<file path="src/rtl/ps2_pkg.sv">
// ps2_pkg: shared scan-code constants and decoder state type for the PS/2 decode path.
//   SC_EXT / SC_BRK    : extended and break prefix bytes
//   SC_LSHIFT/SC_RSHIFT: left/right shift make codes (used when PS2_SHIFT_EN is defined)
//   dec_state_t        : byte handshake FSM states
package ps2_pkg;
   localparam logic [7:0] SC_EXT    = 8'hE0;
   localparam logic [7:0] SC_BRK    = 8'hF0;
   localparam logic [7:0] SC_LSHIFT = 8'h12;
   localparam logic [7:0] SC_RSHIFT = 8'h59;
   typedef enum logic [1:0] {IDLE, ACK, DECODE} dec_state_t;
endpackage

</file>
<file path="src/rtl/ps2_ascii_rom.sv">
// ps2_ascii_rom: combinational set-2 scan code to ASCII lookup.
//   code_i  [7:0] : scan code (non-extended)
//   shift_i       : shift held; letters go uppercase, digits go to US shifted symbols
//   ascii_o [7:0] : ASCII, 0 for unmapped codes
module ps2_ascii_rom (
   input  logic [7:0] code_i,
   input  logic       shift_i,
   output logic [7:0] ascii_o
);
   logic [7:0] base, sym;
   always_comb begin
      case (code_i)
         8'h1C: base = 8'h61;
         8'h32: base = 8'h62;
         8'h21: base = 8'h63;
         8'h23: base = 8'h64;
         8'h24: base = 8'h65;
         8'h2B: base = 8'h66;
         8'h34: base = 8'h67;
         8'h33: base = 8'h68;
         8'h43: base = 8'h69;
         8'h3B: base = 8'h6A;
         8'h42: base = 8'h6B;
         8'h4B: base = 8'h6C;
         8'h3A: base = 8'h6D;
         8'h31: base = 8'h6E;
         8'h44: base = 8'h6F;
         8'h4D: base = 8'h70;
         8'h15: base = 8'h71;
         8'h2D: base = 8'h72;
         8'h1B: base = 8'h73;
         8'h2C: base = 8'h74;
         8'h3C: base = 8'h75;
         8'h2A: base = 8'h76;
         8'h1D: base = 8'h77;
         8'h22: base = 8'h78;
         8'h35: base = 8'h79;
         8'h1A: base = 8'h7A;
         8'h45: base = 8'h30;
         8'h16: base = 8'h31;
         8'h1E: base = 8'h32;
         8'h26: base = 8'h33;
         8'h25: base = 8'h34;
         8'h2E: base = 8'h35;
         8'h36: base = 8'h36;
         8'h3D: base = 8'h37;
         8'h3E: base = 8'h38;
         8'h46: base = 8'h39;
         8'h29: base = 8'h20;
         8'h5A: base = 8'h0D;
         default: base = 8'h00;
      endcase
   end
   // Shifted form derived from the unshifted character so the code table stays single.
   always_comb begin
      case (base)
         8'h30: sym = 8'h29;
         8'h31: sym = 8'h21;
         8'h32: sym = 8'h40;
         8'h33: sym = 8'h23;
         8'h34: sym = 8'h24;
         8'h35: sym = 8'h25;
         8'h36: sym = 8'h5E;
         8'h37: sym = 8'h26;
         8'h38: sym = 8'h2A;
         8'h39: sym = 8'h28;
         default: sym = (base >= 8'h61 && base <= 8'h7A) ? base - 8'h20 : base;
      endcase
   end
   assign ascii_o = shift_i ? sym : base;
endmodule

</file>
<file path="src/rtl/ps2_scan_decoder.sv">
// ps2_scan_decoder: pops PS/2 scan bytes from the keyboard FIFO and tracks the held key.
//   clk, clrn (sync active-low reset)
//   data[7:0], ready : FIFO head byte and non-empty flag
//   nextdata_n       : active-low pop request, low only in ACK
//   key_code, key_ext, ascii : last counted key press
//   key_valid        : a key is held
//   key_event        : one-cycle pulse per counted press
//   press_count      : wrapping count of presses
// Optional: define PS2_SHIFT_EN to treat 12/59 as shift modifiers for ASCII.
module ps2_scan_decoder (
   input  logic       clk,
   input  logic       clrn,
   input  logic [7:0] data,
   input  logic       ready,
   output logic       nextdata_n,
   output logic [7:0] key_code,
   output logic       key_ext,
   output logic [7:0] ascii,
   output logic       key_valid,
   output logic       key_event,
   output logic [7:0] press_count
);
   import ps2_pkg::*;
   dec_state_t state_q, state_d;
   logic [7:0] byte_q, byte_d, key_code_q, key_code_d, ascii_q, ascii_d, cnt_q, cnt_d, rom_ascii;
   logic       ext_pend_q, ext_pend_d, brk_pend_q, brk_pend_d, key_ext_q, key_ext_d;
   logic       valid_q, valid_d, event_q, event_d, shift_q, shift_d, hit;
   ps2_ascii_rom u_rom (
      .code_i  (byte_q),
      .shift_i (shift_q),
      .ascii_o (rom_ascii)
   );
   always_ff @(posedge clk) begin
      if (!clrn) state_q <= IDLE;
      else       state_q <= state_d;
   end
   always_comb begin
      state_d = (state_q == IDLE) ? (ready ? ACK : IDLE) : (state_q == ACK) ? DECODE : IDLE;
   end
   always_comb begin
      nextdata_n = (state_q != ACK);
   end
   // Same key means same code and same extended-ness.
   assign hit = (byte_q == key_code_q) && (ext_pend_q == key_ext_q);
   always_comb begin
      byte_d     = (state_q == IDLE && ready) ? data : byte_q;
      ext_pend_d = ext_pend_q;
      brk_pend_d = brk_pend_q;
      key_code_d = key_code_q;
      key_ext_d  = key_ext_q;
      ascii_d    = ascii_q;
      valid_d    = valid_q;
      cnt_d      = cnt_q;
      shift_d    = shift_q;
      event_d    = 1'b0;
      if (state_q == DECODE) begin
         if (byte_q == SC_EXT) ext_pend_d = 1'b1;
         else if (byte_q == SC_BRK) brk_pend_d = 1'b1;
`ifdef PS2_SHIFT_EN
         else if (!ext_pend_q && (byte_q == SC_LSHIFT || byte_q == SC_RSHIFT)) begin
            shift_d    = !brk_pend_q;
            ext_pend_d = 1'b0;
            brk_pend_d = 1'b0;
         end
`endif
         else if (brk_pend_q) begin
            valid_d    = hit ? 1'b0 : valid_q;
            ext_pend_d = 1'b0;
            brk_pend_d = 1'b0;
         end else begin
            ext_pend_d = 1'b0;
            // A repeat of the held key is typematic and is not counted.
            if (!(valid_q && hit)) begin
               key_code_d = byte_q;
               key_ext_d  = ext_pend_q;
               ascii_d    = ext_pend_q ? 8'h00 : rom_ascii;
               valid_d    = 1'b1;
               cnt_d      = cnt_q + 8'd1;
               event_d    = 1'b1;
            end
         end
      end
   end
   always_ff @(posedge clk) begin
      if (!clrn) begin
         byte_q     <= 8'h00;
         ext_pend_q <= 1'b0;
         brk_pend_q <= 1'b0;
         key_code_q <= 8'h00;
         key_ext_q  <= 1'b0;
         ascii_q    <= 8'h00;
         valid_q    <= 1'b0;
         cnt_q      <= 8'h00;
         shift_q    <= 1'b0;
         event_q    <= 1'b0;
      end else begin
         byte_q     <= byte_d;
         ext_pend_q <= ext_pend_d;
         brk_pend_q <= brk_pend_d;
         key_code_q <= key_code_d;
         key_ext_q  <= key_ext_d;
         ascii_q    <= ascii_d;
         valid_q    <= valid_d;
         cnt_q      <= cnt_d;
         shift_q    <= shift_d;
         event_q    <= event_d;
      end
   end
   assign key_code    = key_code_q;
   assign key_ext     = key_ext_q;
   assign ascii       = ascii_q;
   assign key_valid   = valid_q;
   assign key_event   = event_q;
   assign press_count = cnt_q;
endmodule

</file>
<file path="config.mk">
export PLATFORM = sky130hd
export DESIGN_NAME = ps2_scan_decoder
export DESIGN_NICKNAME = d
export VERILOG_FILES = /design/src/rtl/ps2_pkg.sv /design/src/rtl/ps2_ascii_rom.sv /design/src/rtl/ps2_scan_decoder.sv
export SDC_FILE = /design/constraint.sdc
export NUM_CORES = 1
export LEC_CHECK = 0
export ABC_AREA = 0
export BUFFER_PORTS_ARGS = -buffer_cell sky130_fd_sc_hd__buf_2
export CELL_PAD_IN_SITES_DETAIL_PLACEMENT = 1
export CELL_PAD_IN_SITES_GLOBAL_PLACEMENT = 1
export CORE_ASPECT_RATIO = 1.4
export CORE_MARGIN = 4
export CORE_UTILIZATION = 40
export CTS_CLUSTER_SIZE = 30
export DETAILED_ROUTE_END_ITERATION = 16
export PLACE_DENSITY_LB_ADDON = 0.08
export SYNTH_ARGS = -nofsm -noshare
export SYNTH_HDL_FRONTEND = slang
export SYNTH_SLANG_ARGS = --single-unit
</file>
<file path="constraint.sdc">
create_clock -name clk -period 4.5 [get_ports clk]
set_clock_uncertainty 0.05 [all_clocks]
set_input_delay 0.45 -clock clk [delete_from_list [all_inputs] [get_ports clk]]
set_output_delay 0.45 -clock clk [all_outputs]
set_load 0.02 [all_outputs]
</file>
# After elaboration in Yosys (flattened, before gate mapping)
# Memory sizes are Yosys's and may differ from the RTL's. A register that Yosys moved wholly into a read port is not among the register bits.
# Cells that the tools add are included.
[classes] n_mux=14 addsub=1 bitwise_logic=6 eq_ne=10 reduce_logical=9
[op_table] cell="$eq A8 B8 Y1 const B" n=2
[op_table] cell="$mux W8" n=2
[op_table] cell="$mux W7" n=2
[op_table] cell="$reduce_and A5 Y1" n=2
[op_table] cell="$add A8 B1 Y8 const B" n=1
[op_table] cell="$eq A8 B8 Y1" n=1
[op_table] cell="$mux W1" n=8
[op_table] cell="$not A1 Y1" n=6
[op_table] cell="$reduce_or A5 Y1" n=1
[op_table] cell="$mux W2" n=2
[op_table] cell="$ne A2 B1 Y1 const B" n=2
[op_table] cell="$ne A2 B2 Y1 const B" n=2
[op_table] cell="$reduce_and A2 Y1" n=2
[op_table] cell="$logic_and A1 B1 Y1" n=3
[op_table] cell="$eq A2 B1 Y1 const B" n=1
[op_table] cell="$eq A2 B2 Y1 const B" n=1
[op_table] cell="$logic_not A2 Y1" n=1
[op_table] cell="$eq A1 B1 Y1" n=1
[word_totals] out_inout_bits=28 register_bits=39 word_cells=51 rom_bits=896 mem_count=1 inputBits=11
[memory_table] memory="(no name shown)" depth=128 word_bits=7 rd=1 rd_ports_with_merged_regs=1 write_ports=0 line="ps2_ascii_rom.sv:12" source="case (code_i)"

# Logic depth before layout (Yosys ltp)
[depth] depth_word=5 ltp_mapped=10 ltp_nobuf=9

# By module
# Synthesis repeated with hierarchy kept, for this count alone.
[hier_totals] cells_unflattened=352 area_unflattened_um2=2785.2
[by_module_without_submodules] mod="ps2_scan_decoder" area_each_um2=1635.3 cells_per_inst=187 instances=1 seq_area_each_um2=780.7
[by_module_without_submodules] mod="ps2_ascii_rom" area_each_um2=1149.9 cells_per_inst=165 instances=1 seq_area_each_um2=0.0

# Worst setup path after synthesis
# OpenSTA, ideal clock, no wires.
[synth_timing] path_type="input-to-reg" from="input port ready" to="register (tool-made name)" t_arrival_ns=2.459 setup_time_ns=0.135 n_path_buf=2 setup_slack_ns=1.857 cell_stages=9 path_cell_list="nor3b_2 mux2i_1 inv_1 buf_2 buf_2 ha_1 or3_1 a221oi_2 o221ai_1"
[synth_lines] element="start, declared" line="ps2_scan_decoder.sv:14" source="input logic ready,"

==> flow_summary.yaml <==
timing:
  hold_viol_final: 0
  whs_ns: 0.3393
  rsz0062_at_grt: "false"
  final.setup.tns_ns: 0
  final-setup-viol-count: 0
  slew_violations: 0
  min_period_ns: 2.950
  finalCritPeriodShare: 0.6556
  clock.fmax_ghz: 0.3389
  worstMarginPinSlew_ns: 0.7645
  slew_headroom: 0.4839
cts:
  h-tree-depth: 2
  post_cts_buffers: 0
  clkSinkCount: 45
  worstSkewPairLatency_ns: 0.31
  cts_tree: "done"
  cts_buffers: 5
  clockBufferDepth: 2
  cts-resized-gates: 0
  cts_root_buf: "clkbuf_8"
  cts_hold_buf: 0
  clk_pin_slew_ns: 0.09
worst_setup_path:
  max_stage_delay_ns: 0.48
  crit_type: "reg -> reg"
  worstPathArrival_ns: 3.15
  path_max_fanout: 22
  r2r_slack_ns: 1.55
  path_buf_inv: 2
  reg2reg_from: "state_q[0]$_SDFF_PN0_"
  cpLargestDelayFamily: "multiplexers"
  slowest_stage: "mux2_2"
  worstPathRequired_ns: 4.70
  startpoint_type: "flip-flop"
  end_kind: "flip-flop"
  r2r_cells: 10
  path_cells: "nor3b_2, buf_4, mux2_2, inv_1, ha_1, nand3_1, mux2i_1, a211oi_1, nor4_1, a311o_1"
synth:
  ys_top_cells_by_area: "dfxtp_1, mux2i_1, nand3_1, mux2_2, o21ai_0"
  synth-main-ff-cell: "dfxtp_1"
  synthMuxAreaShare: 0.1231
  synth_top_area_share: 0.2994
  synth_simple_gate_area_frac: 0.2424
  yosysSeqAreaShare: 0.2994
  synth-edff-count: 0
  synth_area_mm2: 0.003009
  yosysWarnings: 0
  syn_nets: 392
  synth_top_family_by_area: "simple AND/OR/NAND/NOR gates"
  synth_fa_ha_area_frac: 0.02911
  ys_ff_latch: 45
  synth.avg_cell_area_um2: 8.046
  synthArstFlopShare: 0
  synthCells: 374
  synth_cell_types: 60
  yosysTopAreaCell: "dfxtp_1"
  synth-xor-area-share: 0.02911
  synth_compound_area_frac: 0.2037
final_layout:
  n_fill_cell: 922
  layout_common_cells: "dfxtp_1, nand3_1, buf_2"
  n_antenna_cell: 0
  final_common_cell: "dfxtp_1"
  area_growth_pct: 9.688
  drive_gt1_frac: 0.1662
  fin_nets: 409
pwr:
  ir_worst_vdd_mv: 0.1042
  p_per_area_mw_per_mm2: 283.7
  p_leak_uw: 0.001347
global_routing:
  grt_overflow: 0
  grt_max_degree: 54
  antenna_found_initial: 0
  grt_first_pass_wirelength_mm: 15.95
  grt_pass1_vias: 3036
  grt_util_all_layers: 0.2267
route:
  dr.pass1.iters: 4
  drtIter0Drc: 122
  antenna_left: 0
  drc_errors: 0
  wl_mm: 9.689
  via_per_inst: 5.994
  vias: 2925
  avgRoutedWirePerCell_um: 19.85
die:
  die_x_um: 81.31
  core_area_mm2: 0.007361
  io_pins: 39
  fp.dieH_um: 110.6
  dieArea_mm2: 0.008994
  rows: 37
  start_util: 0.4088
placed_design:
  hpwl_mm: 6.979
  portBuffers: 37
  globalplace.congestion: 0.8927
outcome:
  status: "finished clean"
worst_hold_path:
  min_path_type: "in -> reg"
  holdPathStages: 3
  min_to: "byte_q[7]$_SDFFE_PN0N_"
  worstHoldStart: "data[7]"
run:
  maxCapViolations: 0
-- cells in the mapped netlist, types with 4 or more instances --
| cell | n |
|---|---|
| o21ai_0 | 26 |
| dfxtp_1 | 45 |
| mux2_2 | 12 |
| a211o_1 | 6 |
| xor2_1 | 10 |
| or3_1 | 4 |
| buf_2 | 13 |
| nor2b_1 | 6 |
| nor2_1 | 18 |
| nand3b_1 | 13 |
| a22oi_1 | 4 |
| nor4_1 | 7 |
| mux2i_1 | 22 |
| clkbuf_1 | 14 |
| a21oi_1 | 14 |
| o211ai_1 | 5 |
| inv_1 | 13 |
| nand4_1 | 5 |
| nand2_1 | 30 |
| ha_1 | 7 |
| nand3_1 | 39 |
-- where the power goes --
group / total (µW) / internal [µW] / switching (µW)
registers: 429 / 410 / 19.2
clock network: 312 / 162 / 150
logic: 195 / 70.8 / 125
total: 936 / 642 / 294
-- per-layer routing --
layer | part of all wire | track usage
met4 | 0.040 | 0.1026
met3 | 0.029 | 0.02365
met1 | 0.44 | 0.2962
met5 | 0 | 0
met2 | 0.49 | 0.3662
-- logic make-up after synthesis --
family,after synthesis
AND/OR/NAND/NOR,138
multiplexers,35
buffers and inverters,48
AO/OA/AOI/OAI,90
other,1
adder cells (fa/ha/maj),7
XOR/XNOR,10
flip-flops,45
-- cell type report --
class	instances	area [µm²]	share of cell area
clock buffers	5	68.82	0.02085
clock inverters	2	35.03	0.01061
inverters	16	60.06	0.01820
multi-input cells	281	1892	0.5732
flip-flops and latches	45	900.9	0.2729
well taps	97	121.4	0.03677
repair buffers	42	222.7	0.06748
-- metrics by stage --
| step | total power (µW) | worst slack [ns] | instance area (µm²) | instances | utilization |
|---|---|---|---|---|---|
| floorplan | 577.7 | 1.857 | 3009 | 374 | - |
| global placement | 627.7 | 1.482 | 3197 | 481 | 0.4343 |
| detailed placement | 631.0 | 1.388 | 3197 | 481 | 0.4343 |
| CTS | 942.7 | 1.539 | 3301 | 488 | 0.4484 |
| global route | 982.0 | 1.346 | 3301 | 488 | 0.4484 |
| finish | 936.4 | 1.550 | 3301 | 488 | 0.4484 |
-- how the worst max path moves through the flow --
stage	endpoint	startpoint	cells past startpoint
2_1_floorplan	flip-flop	ready	9
3_3_place_gp	flip-flop	ready	11
3_5_place_dp	flip-flop	ready	11
4_1_cts	flip-flop	state_q[1]$_SDFF_PP0_	10
5_1_grt	flip-flop	state_q[1]$_SDFF_PP0_	10
6_report	flip-flop	state_q[0]$_SDFF_PN0_	10
-- tightest hold or removal path, delay by kind of cell --
| family | cells | cell delay, ns |
|---|---|---|
| AO/OA/AOI/OAI | 1 | 0.05 |
| buffers and inverters | 1 | 0.11 |
| AND/OR/NAND/NOR | 1 | 0.05 |
(Power assumes the default switching activity.)
